--- src/rtl/muldiv_pkg.sv ---
// Shared types and constants for the sequential RV32M multiply/divide unit.
// Holds the FSM state encoding and the funct3 opcode values.
package muldiv_pkg;

    localparam int XLEN = 32;

    localparam logic [2:0] OP_MUL    = 3'b000;
    localparam logic [2:0] OP_MULH   = 3'b001;
    localparam logic [2:0] OP_MULHSU = 3'b010;
    localparam logic [2:0] OP_MULHU  = 3'b011;
    localparam logic [2:0] OP_DIV    = 3'b100;
    localparam logic [2:0] OP_DIVU   = 3'b101;
    localparam logic [2:0] OP_REM    = 3'b110;
    localparam logic [2:0] OP_REMU   = 3'b111;

    typedef enum logic [1:0] {
        IDLE = 2'd0,
        CALC = 2'd1,
        FIX  = 2'd2,
        DONE = 2'd3
    } state_t;

endpackage

--- src/rtl/muldiv_seq_if.sv ---
// Request/response bundle between the pipeline and the multiply/divide unit.
// The pipeline side is the master; the arithmetic unit is the slave.
interface muldiv_seq_if;
    import muldiv_pkg::*;

    logic            start_i;
    logic [2:0]      funct3_i;
    logic [XLEN-1:0] a_i;
    logic [XLEN-1:0] b_i;
    logic            busy_o;
    logic            stall_o;
    logic            done_o;
    logic [XLEN-1:0] result_o;

    modport master (
        output start_i, funct3_i, a_i, b_i,
        input  busy_o, stall_o, done_o, result_o
    );

    modport slave (
        input  start_i, funct3_i, a_i, b_i,
        output busy_o, stall_o, done_o, result_o
    );

endinterface

--- src/rtl/muldiv_seq.sv ---
// Sequential RV32M unit: 32-step shift-add multiply and restoring divide
// sharing one 64-bit accumulator, with sign fix-up in a final cycle.
module muldiv_seq
    import muldiv_pkg::*;
(
    input logic        clk_i,
    input logic        rst_i,
    muldiv_seq_if.slave bus
);

    state_t            state_q, state_d;
    logic [2:0]        op_q, op_d;
    logic [XLEN-1:0]   mb_q, mb_d;
    logic              neg_q, neg_d;
    logic              negr_q, negr_d;
    logic [4:0]        cnt_q, cnt_d;
    logic [2*XLEN-1:0] acc_q, acc_d;
    logic [XLEN-1:0]   res_q, res_d;

    logic            sa, sb, is_div;
    logic [XLEN-1:0] abs_a, abs_b;
    logic [XLEN:0]   sum;
    logic [XLEN-1:0] diff;
    logic            ge;
    logic [2*XLEN-1:0] prod;
    logic [XLEN-1:0] quo, rem;

    always_ff @(posedge clk_i) begin
        if (rst_i) begin
            state_q <= IDLE;
            op_q    <= '0;
            mb_q    <= '0;
            neg_q   <= 1'b0;
            negr_q  <= 1'b0;
            cnt_q   <= '0;
            acc_q   <= '0;
            res_q   <= '0;
        end else begin
            state_q <= state_d;
            op_q    <= op_d;
            mb_q    <= mb_d;
            neg_q   <= neg_d;
            negr_q  <= negr_d;
            cnt_q   <= cnt_d;
            acc_q   <= acc_d;
            res_q   <= res_d;
        end
    end

    always_comb begin
        state_d = state_q;
        op_d    = op_q;
        mb_d    = mb_q;
        neg_d   = neg_q;
        negr_d  = negr_q;
        cnt_d   = cnt_q;
        acc_d   = acc_q;
        res_d   = res_q;

        is_div = bus.funct3_i[2];
        sa = bus.a_i[XLEN-1] &
             (bus.funct3_i == OP_MULH || bus.funct3_i == OP_MULHSU ||
              bus.funct3_i == OP_DIV  || bus.funct3_i == OP_REM);
        sb = bus.b_i[XLEN-1] &
             (bus.funct3_i == OP_MULH || bus.funct3_i == OP_DIV ||
              bus.funct3_i == OP_REM);
        abs_a = sa ? -bus.a_i : bus.a_i;
        abs_b = sb ? -bus.b_i : bus.b_i;

        // Multiply: add to the high half when the LSB is set, then shift right.
        sum = {1'b0, acc_q[2*XLEN-1:XLEN]} +
              {1'b0, (acc_q[0] ? mb_q : '0)};
        // Divide: the shifted partial remainder needs XLEN+1 bits.
        ge   = acc_q[2*XLEN-1:XLEN-1] >= {1'b0, mb_q};
        diff = acc_q[2*XLEN-2:XLEN-1] - mb_q;

        prod = neg_q ? (~acc_q + 64'd1) : acc_q;
        quo  = neg_q ? -acc_q[XLEN-1:0] : acc_q[XLEN-1:0];
        rem  = negr_q ? -acc_q[2*XLEN-1:XLEN] : acc_q[2*XLEN-1:XLEN];

        unique case (state_q)
            IDLE: begin
                if (bus.start_i) begin
                    if (is_div && bus.b_i == '0) begin
                        res_d   = bus.funct3_i[1] ? bus.a_i : '1;
                        state_d = DONE;
                    end else begin
                        op_d    = bus.funct3_i;
                        mb_d    = abs_b;
                        neg_d   = sa ^ sb;
                        negr_d  = sa;
                        acc_d   = {{XLEN{1'b0}}, abs_a};
                        cnt_d   = 5'd31;
                        state_d = CALC;
                    end
                end
            end
            CALC: begin
                if (op_q[2])
                    acc_d = {(ge ? diff : acc_q[2*XLEN-2:XLEN-1]),
                             acc_q[XLEN-2:0], ge};
                else
                    acc_d = {sum, acc_q[XLEN-1:1]};
                if (cnt_q == 5'd0)
                    state_d = FIX;
                else
                    cnt_d = cnt_q - 5'd1;
            end
            FIX: begin
                if (op_q[2])
                    res_d = op_q[1] ? rem : quo;
                else if (op_q == OP_MUL)
                    res_d = prod[XLEN-1:0];
                else
                    res_d = prod[2*XLEN-1:XLEN];
                state_d = DONE;
            end
            DONE: state_d = IDLE;
            default: state_d = IDLE;
        endcase
    end

    assign bus.busy_o   = state_q != IDLE;
    assign bus.stall_o  = (state_q == IDLE && bus.start_i) ||
                          state_q == CALC || state_q == FIX;
    assign bus.done_o   = state_q == DONE;
    assign bus.result_o = res_q;

endmodule

--- src/flat_wrapper.sv ---
// flat-port wrapper written by rule: the top's interface ports become plain ports
module muldiv_seq_flat import muldiv_pkg::*;
  (clk_i, rst_i, bus_start_i, bus_funct3_i, bus_a_i, bus_b_i, bus_busy_o, bus_stall_o, bus_done_o, bus_result_o);
  muldiv_seq_if bus_i ();
  input logic clk_i;
  input logic rst_i;
  input wire logic [$bits(bus_i.start_i)-1:0] bus_start_i;
  input wire logic [$bits(bus_i.funct3_i)-1:0] bus_funct3_i;
  input wire logic [$bits(bus_i.a_i)-1:0] bus_a_i;
  input wire logic [$bits(bus_i.b_i)-1:0] bus_b_i;
  output wire logic [$bits(bus_i.busy_o)-1:0] bus_busy_o;
  output wire logic [$bits(bus_i.stall_o)-1:0] bus_stall_o;
  output wire logic [$bits(bus_i.done_o)-1:0] bus_done_o;
  output wire logic [$bits(bus_i.result_o)-1:0] bus_result_o;
  assign bus_i.start_i = bus_start_i;
  assign bus_i.funct3_i = bus_funct3_i;
  assign bus_i.a_i = bus_a_i;
  assign bus_i.b_i = bus_b_i;
  assign bus_busy_o = bus_i.busy_o;
  assign bus_stall_o = bus_i.stall_o;
  assign bus_done_o = bus_i.done_o;
  assign bus_result_o = bus_i.result_o;
  muldiv_seq u_core (.clk_i(clk_i), .rst_i(rst_i), .bus(bus_i));
endmodule
--- config.mk ---
export PLATFORM = sky130hd
export DESIGN_NAME = muldiv_seq_flat
export DESIGN_NICKNAME = d
export VERILOG_FILES = /design/src/rtl/muldiv_pkg.sv /design/src/rtl/muldiv_seq_if.sv /design/src/rtl/muldiv_seq.sv /design/src/flat_wrapper.sv
export SDC_FILE = /design/constraint.sdc
export NUM_CORES = 1
export LEC_CHECK = 0
export BUFFER_PORTS_ARGS = -buffer_cell sky130_fd_sc_hd__buf_2
export CORE_MARGIN = 4
export CORE_UTILIZATION = 60
export CTS_CLUSTER_DIAMETER = 150
export CTS_CLUSTER_SIZE = 25
export DETAILED_ROUTE_END_ITERATION = 8
export PLACE_DENSITY = 0.81
export RECOVER_POWER = 25
export SLEW_MARGIN = 10
export SYNTH_ARGS = -nofsm -noshare
export SYNTH_HDL_FRONTEND = slang
export SYNTH_SLANG_ARGS = --single-unit
--- constraint.sdc ---
create_clock -name clk_i -period 11.4 [get_ports clk_i]
set_input_delay 3.42 -clock clk_i [delete_from_list [all_inputs] [get_ports clk_i]]
set_output_delay 3.42 -clock clk_i [all_outputs]
set_load 0.05 [all_outputs]
==> metrics.md, run 1 <==
| Metric | Value |
|---|---|
| Outcome | finished, violations left |
| Failing checks | max-capacitance violations, max-slew violations |
| Worst slew pin tran | approximately 4 ns |
| Data required, critical path | 7.98 ns |
| Worst-path fanout max | 4 |
| 1st-iter DRT viols | 2,251 |
| Pint | ~1.6 mW |
| Initial antenna violation count | 0 |
| Part of the Yosys area used for sequential elements | between 20 and 25% |
| Slew HR | -166% |
| Syn Std Cell Area | around 14,000 um^2 |
| Clock Skews | around 0.016 ns |
| N_diodes | 0 |
| Post-DP HPWL | between 30 and 40 mm |
| Die Y | 160 um |
| Worst Setup End Kind | output pin |
| Gate power share | about three fifths |
| Share of cells above drive strength 1 | under 10% |
| Area Growth Syn to Fin | 7.83% |
| Fin crit period | around 7.4 ns |
| Mapped Nets | ~2,100 |
| Count of nets after finishing | approximately 2,100 |
| GPL Wtd Cong | around 1.1 |
| Vias in the first global route | between 10,000 and 15,000 |
| Clock Latency Late Sink | roughly 0.45 ns |
| # rows | 55 |
| Fill cells | around 2,000 |
| Hold Crit Class | reg -> reg |
| Root Buffer | clkbuf_16 |
| Max rail drop VDD | ~0.00030 V |
| Total setup buffers inserted after CTS | 0 |
| Power share of the clock group | approximately 17% |
| DR DRC count | 0 |
| Final max-slew violation count | between 80 and 90 |
| Core ar. | approximately 23,000 um^2 |
| Endpoints failing hold | 0 |
| Total Wirelength | 47.9 mm |
| DRT Pass-1 Iters | 6 |
| Leak pwr | 5.98 nW |
| Detail Route Antenna Nets | 0 |
| Fin crit share | between 60% and 70% |
| Initial core utilization | around 61% |
| Ys Warns | 0 |
| Number of buffers created by CTS | 17 |
| Most frequent cell after synthesis | nand2_1 |
| Seq cells post-synth | 140 |
| Num ports | approximately 110 |
| Kind of critical path | in -> out |
| # hold bufs at CTS | 0 |
| Max Used Layer | met4 |
| Setup violators final | 0 |
| Mean Syn Cell Area | between 7 and 8 um^2 |
| Clock Tree Buf Depth | 2 |
| Vias per inst | ~6.9 |
| IO buf count | about 100 |
| Core Util, Final | about two thirds |
| Mapped Cells | around 1,900 |
| Post-route setup TNS | 0 ns |
| Largest net degree at the start of global routing | 87 |
| Metal-1 WL | around 19 mm |
| Switching share of power | 52.4% |
| P_sw | 1.72 mW |
| H-tree depth | 4 |
| Total GRT Usage | 35.8% |
| Area contributors post-synth | dfxtp_1 20%, ha_1 6.7%, xnor2_1 6.5% |
| Commonest cells in the netlist | 222 x nand2_1, 181 x nor2_1, 152 x a21oi_1 |
| PwrDens | about 220 nW/um^2 |
| Yosys cell types | 80 |
| CTS tree | yes |
| Unrepaired setup endpoints after global routing | false |
| Cell type with the largest total area after synthesis | dfxtp_1 |
| WP data arrival | 4.02 ns |
| Clock Pin Slew Worst Setup and Hold Paths | 0.07 ns |
| Max-cap violation count | 1 |
| WL met2 | 20.4 mm |
| Die X | between 150 and 200 um |
| Post_cts resized | 0 |
| Drt wl/cell | roughly 22 um |
| CP startpoint kind | input pin |
| Flop pwr share | 23.5% |
| CTS sink cnt | 140 |
| Die area | between 20,000 and 30,000 um^2 |
| First-pass GRT wire length | roughly 75 mm |
| Top FF cell, synth | dfxtp_1 |
| Area share of the largest cell type after synthesis | between 20% and 30% |
| Max Clock Freq | around 130 MHz |
| Remaining Overflow, GRT | 0 |
| Met3 wire length | about 6.3 mm |
| Vias post-DR | approximately 15,000 |
| Async set-reset flop share out of synthesis | 0% |
| Number of flops mapped to enable cells by yosys | 0 |
## cells in the final DEF (no fill, tap or decap), types with 54 or more instances in the layout
cell     Yosys  final
nand2_1    222    222
dfxtp_1    140    138
mux2i_1     54     54
buf_2        9     69
nor2_1     181    180
o21ai_0    124    124
a21oi_1    152    152
xnor2_1    102    102
xor2_1      97     97
inv_1       64     64
ha_1        74     73
## worst paths after layout
kind | from | to | slack [ns] | cells after the start
worst max register to register | u_core.acc_q[0] | u_core.acc_q[63] | 7.02 | 13
worst max-delay path | bus_start_i | bus_stall_o | 3.96 | 4
worst min-delay path | u_core.bus.result_o[2] | u_core.bus.result_o[2] | 0.45 | 2
worst min register to register | u_core.bus.result_o[2] | u_core.bus.result_o[2] | 0.45 | 2
## registers in the layout, summed over array words and instances, names as in the netlist
register and flops:
u_core.op_q 3, u_core.neg_q 1, u_core.negr_q 1, u_core.bus.result_o 32, u_core.acc_q 64, u_core.state_q 2
u_core.mb_q 32, u_core.cnt_q 5
## power by group through the flow
stage,logic [mW],clock network (mW),registers (mW)
floorplan,1.36,0,0.780
global placement,1.84,0,0.763
detailed placement,1.87,0,0.769
CTS,1.89,0.560,0.758
global route,2.09,0.580,0.784
finish,1.94,0.561,0.770
## kinds of logic after synthesis
family                     share of synthesized area (%)
AOI/OAI and AO/OA                                   29.5
xor gates and xnor gates                            12.6
adders and majority gates                           6.99
buffers and inverters                               5.63
DFF                                                 20.3
muxes                                               4.24
and+or+nand+nor                                     20.7
## area by class of cell
class	count	area, um^2	share of cell area [%]
Sequential cell	140	2810	18.8
Multi-Input combinational cell	1563	10300	69.0
Timing Repair Buffer	127	646	4.34
Inverter	66	248	1.66
Clock inverter	14	143	0.958
Clock buffer	17	425	2.86
Tap cell	285	357	2.39
## per-layer routing
layer,GRT usage (%),vias to the layer above
li1,-,6968
met1,47.7,7030
met2,54.4,1080
met3,11.2,202
met4,13.3,0
met5,0,-
## stage by stage
step / instance area, um^2 / power, mW / hold WS [ns] / instances / setup slack (ns)
after floorplan: 13800 / 2.14 / 0.448 / 1905 / 4.06
after global placement: 14400 / 2.60 / 0.428 / 2181 / 3.97
after detailed placement: 14400 / 2.64 / 0.443 / 2181 / 3.97
after CTS: 14900 / 3.21 / 0.454 / 2212 / 3.96
after global routing: 14900 / 3.45 / 0.475 / 2212 / 3.93
final: 14900 / 3.27 / 0.455 / 2212 / 3.96
## critical path, cell delays in order
cell and delay, ns:
buf_2 0.10, nand2_1 0.11, nand3_1 0.11, buf_2 0.27
No activity file was read; power rests on OpenSTA's default activity.
==> run 2: changes to the inputs <==
--- a/config.mk
+++ b/config.mk
@@ -7,11 +7,11 @@
 export LEC_CHECK = 0
 export BUFFER_PORTS_ARGS = -buffer_cell sky130_fd_sc_hd__buf_2
 export CORE_MARGIN = 4
-export CORE_UTILIZATION = 60
+export CORE_UTILIZATION = 56
 export CTS_CLUSTER_DIAMETER = 150
 export CTS_CLUSTER_SIZE = 25
 export DETAILED_ROUTE_END_ITERATION = 8
-export PLACE_DENSITY = 0.81
+export PLACE_DENSITY = 0.79
 export RECOVER_POWER = 25
 export SLEW_MARGIN = 10
 export SYNTH_ARGS = -nofsm -noshare
==> constraint.sdc (replaced) <==
create_clock -name clk_i -period 6.4 [get_ports clk_i]
set_input_delay 1.92 -clock clk_i [delete_from_list [all_inputs] [get_ports clk_i]]
set_output_delay 1.92 -clock clk_i [all_outputs]
set_load 0.05 [all_outputs]
==> run 2 against run 1 <==
  * Sequential cell count unchanged
  * Clock power increased by 82%
  * Sequential power increased by 82%
  * Sequential share of layout area decreased by 0.093 points
  * The run still ends with max-capacitance violations, max-slew violations left
  * Die area increased by 6.8%
  * Hold slack improved by 0.0056 ns
  * Via count decreased by 1.3%
  * Combinational power increased by 78%
  * Cell count increased by 1.9%
==> metrics.md, run 2 (same netlist as run 1, synthesis figures left out) <==
| Metric | Value |
|---|---|
| Outcome | finished, violations left (unchanged) |
| Failing checks | max-capacitance violations, max-slew violations (unchanged) |
| DP Area | 14,400 um^2 (about the same) |
| Unrepaired setup endpoints after global routing | false (unchanged) |
| Worst-path cell chain | clkbuf_2, clkbuf_1, o22ai_1 (was buf_2, nand2_1, nand3_1, buf_2) |
| Fin crit period | between 5 and 6 ns |
| Total power | 5.88 mW (was 3.27 mW) |
| Initial antenna violation count | 0 (unchanged) |
| Die Y | 165 um (was 160 um) |
| CP startpoint kind | input pin (unchanged) |
| CTS tree | yes (unchanged) |
| Endpoints failing hold | 0 (unchanged) |
| Fin crit share | between 70% and 80% |
| Kind of critical path | in -> reg (was in -> out) |
| Num ports | 105 (unchanged) |
| PwrDens | 393 nW/um^2 (was 220 nW/um^2) |
| Worst-path fanout max | 64 (was 4) |
| N_diodes | 0 (unchanged) |
| Slew HR | -111% (was -166%) |
| Setup violators final | 0 (unchanged) |
| Total GRT Usage | 35.2% (was 35.8%) |
| Die X | 165 um (was 160 um) |
| IO buf count | 104 (unchanged) |
| Largest Register | u_core.acc_q (unchanged) |
| Max-cap violation count | 1 (unchanged) |
| Area Growth Syn to Fin | 8.36% (was 7.83%) |
| Hold Crit Class | reg -> reg (unchanged) |
| DR DRC count | 0 (unchanged) |
| Clock Latency Late Sink | 0.45 ns (about the same) |
| Clock Skews | 0.0256 ns (was 0.0157 ns) |
| Vias post-DR | 15,087 (was 15,280) |
| CTS sink cnt | 140 (unchanged) |
| Clock Tree Buf Depth | 2 (unchanged) |
| Leak pwr | 5.98 nW (about the same) |
| Largest net degree at the start of global routing | 69 (was 87) |
| Core ar. | 24,300 um^2 (was 22,600 um^2) |
| Data required, critical path | 6.60 ns (was 7.98 ns) |
| Final max-slew violation count | 65 (was 87) |
| Share of cells above drive strength 1 | 8.86% (was 8.72%) |
| Max rail drop VDD | 0.000436 V (was 0.000298 V) |
| CP max-delay cell | clkbuf_1 (was buf_2) |
| Fin area | 15,000 um^2 (was 14,900 um^2) |
| Core Util, Final | 61.5% (was 65.8%) |
| Detail Route Antenna Nets | 0 (unchanged) |
| Initial core utilization | 56.8% (was 61.0%) |
| Drt wl/cell | 21.8 um (was 21.7 um) |
| Commonest cells after routing, fill and taps aside | 222 x nand2_1, 180 x nor2_1, 152 x a21oi_1, 138 x dfxtp_1, 124 x o21ai_0 (unchanged) |
| Max Clock Freq | 195 MHz |
| Vias in the first global route | 13,727 (was 14,045) |
| Commonest non-fill, non-tap cell in the layout | nand2_1 (unchanged) |
| # rows | 57 (was 55) |
| Total setup buffers inserted after CTS | 0 (unchanged) |
| 1st-iter DRT viols | 2,060 (was 2,251) |
| Max reg flops | 64 (unchanged) |
| # hold bufs at CTS | 0 (unchanged) |
| Post-route setup TNS | 0 ns (unchanged) |
| WP data arrival | 5.32 ns (was 4.02 ns) |
| First-pass GRT wire length | 75.7 mm (was 75.3 mm) |
| Count of nets after finishing | 2,063 (was 2,061) |
| DRT Pass-1 Iters | 6 (unchanged) |
| Post-DP HPWL | 36.6 mm (was 35.0 mm) |
| Total Wirelength | 49.2 mm (was 47.9 mm) |
| Number of buffers created by CTS | 17 (unchanged) |
| Post_cts resized | 0 (unchanged) |
| H-tree depth | 4 (unchanged) |
| Clock Pin Slew Worst Setup and Hold Paths | 0.06 ns (was 0.07 ns) |
| Worst Setup End Kind | flip-flop (was output pin) |
| Vias per inst | 6.69 (was 6.91) |
| Root Buffer | clkbuf_16 (unchanged) |
| Remaining Overflow, GRT | 0 (unchanged) |
| Worst slew pin tran | 3.17 ns (was 3.99 ns) |
| GPL Wtd Cong | 1.03 (was 1.05) |
| Largest stage delay, worst path | 2.30 ns (was 0.27 ns) |
| Die area | 27,200 um^2 (was 25,500 um^2) |
## run 2: changes by cell type in the layout (fill, tap and decap cells not counted)
cell,previous run,this run
buf_4,22,24
bufinv_16,0,1
clkbuf_1,36,35
clkbuf_2,0,1
clkbuf_8,0,2
clkinv_4,1,3
clkinv_8,1,0
clkinvlp_4,0,4
inv_6,7,5
inv_8,5,0
o22ai_1,10,11
o22ai_2,1,0
## run 2: worst max-delay path, delay by kind of cell
kind            cells  cell delay [ns]
buf+inv             2             3.05
compound gates      1             0.30
## run 2: layout make-up
| type | count | area [um^2] |
|---|---|---|
| fillers | 2263 | 9350 |
| clock buffers | 19 | 453 |
| clock inverters | 13 | 130 |
| multi-input cells | 1563 | 10300 |
| repair buffers | 129 | 662 |
| inverters | 66 | 248 |
| flip-flops and latches | 140 | 2810 |
| well taps | 324 | 405 |
## run 2: through the flow
stage,worst slack (ns),cells,hold slack [ns]
2_1_floorplan,1.78,1905,0.448
3_3_place_gp,1.15,2222,0.445
3_5_place_dp,1.08,2222,0.442
4_1_cts,1.53,2254,0.452
5_1_grt,1.02,2254,0.484
6_report,1.28,2254,0.460
## run 2: final timing paths
| path | cells after the start | slack [ns] | start | end |
|---|---|---|---|---|
| hold / removal | 2 | 0.46 | u_core.bus.result_o[8] | u_core.bus.result_o[8] |
| setup reg to reg | 13 | 2.10 | u_core.acc_q[0] | u_core.acc_q[63] |
| hold reg to reg | 2 | 0.46 | u_core.bus.result_o[8] | u_core.bus.result_o[8] |
| setup / recovery | 3 | 1.28 | rst_i | u_core.bus.result_o[0] |
## run 2: report_power, final
| part | internal, mW | switching [mW] | total (mW) |
|---|---|---|---|
| Clock | 0.564 | 0.459 | 1.02 |
| Sequential | 1.09 | 0.318 | 1.40 |
| Combinational | 1.17 | 2.28 | 3.45 |
| Total | 2.82 | 3.06 | 5.88 |
## run 2: metal layers
layer  track usage [%]  routed length (um)  up-vias
met5                 0                   0        -
met4              13.2                1810        0
met3              9.06                5990      153
met2              52.5               21100      930
met1              48.9               20400     7039
li1                  -                   -     6965
==> run 3: changes to the inputs <==
--- a/config.mk
+++ b/config.mk
@@ -7,11 +7,11 @@
 export LEC_CHECK = 0
 export BUFFER_PORTS_ARGS = -buffer_cell sky130_fd_sc_hd__buf_2
 export CORE_MARGIN = 4
-export CORE_UTILIZATION = 56
+export CORE_UTILIZATION = 60
 export CTS_CLUSTER_DIAMETER = 150
 export CTS_CLUSTER_SIZE = 25
 export DETAILED_ROUTE_END_ITERATION = 8
-export PLACE_DENSITY = 0.79
+export PLACE_DENSITY = 0.81
 export RECOVER_POWER = 25
 export SLEW_MARGIN = 10
 export SYNTH_ARGS = -nofsm -noshare
==> constraint.sdc (replaced) <==
create_clock -name clk_i -period 5.25 [get_ports clk_i]
set_input_delay 1.575 -clock clk_i [delete_from_list [all_inputs] [get_ports clk_i]]
set_output_delay 1.575 -clock clk_i [all_outputs]
set_load 0.05 [all_outputs]
==> run 3 against run 2 <==
  * The flow still finishes with violations (max-capacitance violations, max-slew violations)
  * Clock skew is essentially flat
  * Final area is essentially flat
  * Core utilization increased by 4.6 points
  * Count of clock-buffer cells in the layout fell by 1
  * Sequential power grew 22%
  * Via count up 1.1%
  * Critical path depth up 9
  * Combinational power up 25%
==> metrics.md, run 3 (same netlist as run 1, synthesis figures left out) <==
| Metric | Value |
|---|---|
| Initial core utilization | 61.0% (was 56.8%) |
| Max-cap violation count | 2 (was 1) |
| DR DRC count | 0 (unchanged) |
| H-tree depth | 4 (unchanged) |
| Data required, critical path | 5.63 ns (was 6.60 ns) |
| DP Worst Slack | 0.385 ns (was 1.08 ns) |
| Clock Pin Slew Worst Setup and Hold Paths | 0.07 ns (was 0.06 ns) |
| Worst-path fanout max | 15 (was 64) |
| Number of buffers created by CTS | 17 (unchanged) |
| Clock Tree Buf Depth | 2 (unchanged) |
| Die area | 25,500 um^2 (was 27,200 um^2) |
| Fin crit period | 4.52 ns |
| Num ports | 105 (unchanged) |
| Initial antenna violation count | 0 (unchanged) |
| Die X | 160 um (was 165 um) |
| PwrDens | 485 nW/um^2 (was 393 nW/um^2) |
| # hold bufs at CTS | 0 (unchanged) |
| Hold Crit Class | reg -> reg (unchanged) |
| Vias in the first global route | 13,988 (was 13,727) |
| Worst slew pin tran | 1.97 ns (was 3.17 ns) |
| Post-DP HPWL | 36.7 mm (was 36.6 mm) |
| Count of nets after finishing | 2,069 (was 2,063) |
| WP data arrival | 4.90 ns (was 5.32 ns) |
| GPL Wtd Cong | 1.03 (about the same) |
| Share of cells above drive strength 1 | 9.04% (was 8.86%) |
| Total setup buffers inserted after CTS | 0 (unchanged) |
| Commonest non-fill, non-tap cell in the layout | nand2_1 (unchanged) |
| Fin crit share | 86.2% |
| Clock Skews | 0.0259 ns (was 0.0256 ns) |
| Max Clock Freq | 221 MHz |
| Outcome | finished, violations left (unchanged) |
| Detail Route Antenna Nets | 0 (unchanged) |
| Endpoints failing hold | 0 (unchanged) |
| Core ar. | 22,600 um^2 (was 24,300 um^2) |
| Worst hold slack | 0.456 ns (was 0.460 ns) |
| Post-Place Cells | 2,189 (was 2,222) |
| Most used routing layer | met2 (unchanged) |
| Vias post-DR | 15,253 (was 15,087) |
| Remaining Overflow, GRT | 0 (unchanged) |
| Post-Layout Cell Count | 2,221 (was 2,254) |
| Final setup margin | 0.726 ns (was 1.28 ns) |
| Final max-slew violation count | 61 (was 65) |
| Setup violators final | 0 (unchanged) |
| N_diodes | 0 (unchanged) |
| Root Buffer | clkbuf_16 (unchanged) |
| Max reg flops | 64 (unchanged) |
| First-pass GRT wire length | 76.2 mm (was 75.7 mm) |
| Vias per inst | 6.87 (was 6.69) |
| Slew HR | -31.5% (was -111%) |
| Leak pwr | 6.03 nW (was 5.98 nW) |
| Clock Latency Late Sink | 0.45 ns (about the same) |
| Die Y | 160 um (was 165 um) |
| Worst Setup End Kind | flip-flop (unchanged) |
| Failing checks | max-capacitance violations, max-slew violations (unchanged) |
| CTS sink cnt | 140 (unchanged) |
| Unrepaired setup endpoints after global routing | false (unchanged) |
| M2 GR Usage | 56.4% (was 52.5%) |
| CP startpoint kind | input pin (unchanged) |
| Kind of critical path | in -> reg (unchanged) |
| IO buf count | 104 (unchanged) |
| Largest Register | u_core.acc_q (unchanged) |
| Commonest cells after routing, fill and taps aside | 222 x nand2_1, 181 x nor2_1, 152 x a21oi_1, 138 x dfxtp_1, 124 x o21ai_0 (was 222 x nand2_1, 180 x nor2_1, 152 x a21oi_1, 138 x dfxtp_1, 124 x o21ai_0) |
| CTS tree | yes (unchanged) |
| Area Growth Syn to Fin | 8.44% (was 8.36%) |
| 1st-iter DRT viols | 2,244 (was 2,060) |
| Fill cells | 2,065 (was 2,263) |
| Total Wirelength | 49.5 mm (was 49.2 mm) |
| Largest net degree at the start of global routing | 68 (was 69) |
| Multi-input gate area | 10,300 um^2 (about the same) |
| Post-route setup TNS | 0 ns (unchanged) |
| Met3 Use GR | 11.0% (was 9.06%) |
| # rows | 55 (was 57) |
| FF/Latch Area | 2810 um^2 (unchanged) |
| Total GRT Usage | 36.7% (was 35.2%) |
| DRT Pass-1 Iters | 9 (was 6) |
| Max rail drop VDD | 0.000483 V (was 0.000436 V) |
| Post_cts resized | 0 (unchanged) |
| GR Util met1 | 49.2% (was 48.9%) |
| Drt wl/cell | 22.3 um (was 21.8 um) |
[run 3: cell count changes in the layout (fill, tap and decap cells not counted), moves of 2 or more]
cell        previous run  this run
clkinvlp_4             4         0
buf_4                 24        30
buf_2                 69        67
inv_8                  0         5
clkbuf_1              35        37
[run 3: path summary, 6_finish.rpt]
path | endpoint | cells past startpoint | slack, ns | from
max reg2reg | u_core.acc_q[62] | 12 | 0.85 | u_core.acc_q[0]
max | u_core.bus.result_o[16] | 12 | 0.73 | bus_b_i[1]
min reg2reg | u_core.bus.result_o[26] | 2 | 0.46 | u_core.bus.result_o[26]
min | u_core.bus.result_o[26] | 2 | 0.46 | u_core.bus.result_o[26]
[run 3: through the flow]
stage / area, um^2 / power (mW) / util (%)
2_1_floorplan: 13800 / 4.65 / -
3_3_place_gp: 14400 / 5.76 / 63.8
3_5_place_dp: 14400 / 5.84 / 63.8
5_1_grt: 15000 / 7.64 / 66.2
4_1_cts: 15000 / 7.11 / 66.4
6_report: 15000 / 7.26 / 66.2
[run 3: area by class of cell]
| type | instances | area share [%] |
|---|---|---|
| clock buffer | 18 | 2.93 |
| inverter | 66 | 1.65 |
| clock inverter | 14 | 0.952 |
| tap | 285 | 2.38 |
| sequential | 140 | 18.7 |
| timing repair buffer | 135 | 4.80 |
| multi-input combinational | 1563 | 68.5 |
[run 3: critical path, stage by stage]
cell and delay (ns):
clkbuf_1 0.13, inv_1 0.08, ha_1 0.15, or3b_2 0.48
or4b_1 0.61, or3_1 0.40, nor2_1 0.18, a22oi_2 0.28
buf_4 0.31, a2111oi_0 0.52, a21oi_1 0.08, nor2_1 0.10
[run 3: where the power goes]
part | total, mW | internal [mW] | leakage (nW) | switching, mW
Clock | 1.25 | 0.649 | 0.289 | 0.598
Sequential | 1.71 | 1.32 | 1.14 | 0.382
Combinational | 4.31 | 1.45 | 4.60 | 2.86
[run 3: routing by layer]
layer	part of all wire [%]	vias up	wire length (um)
met4	3.4	0	1680
met5	0	-	0
met2	44	996	21600
li1	-	6982	-
met1	40	7120	19900
met3	13	155	6390
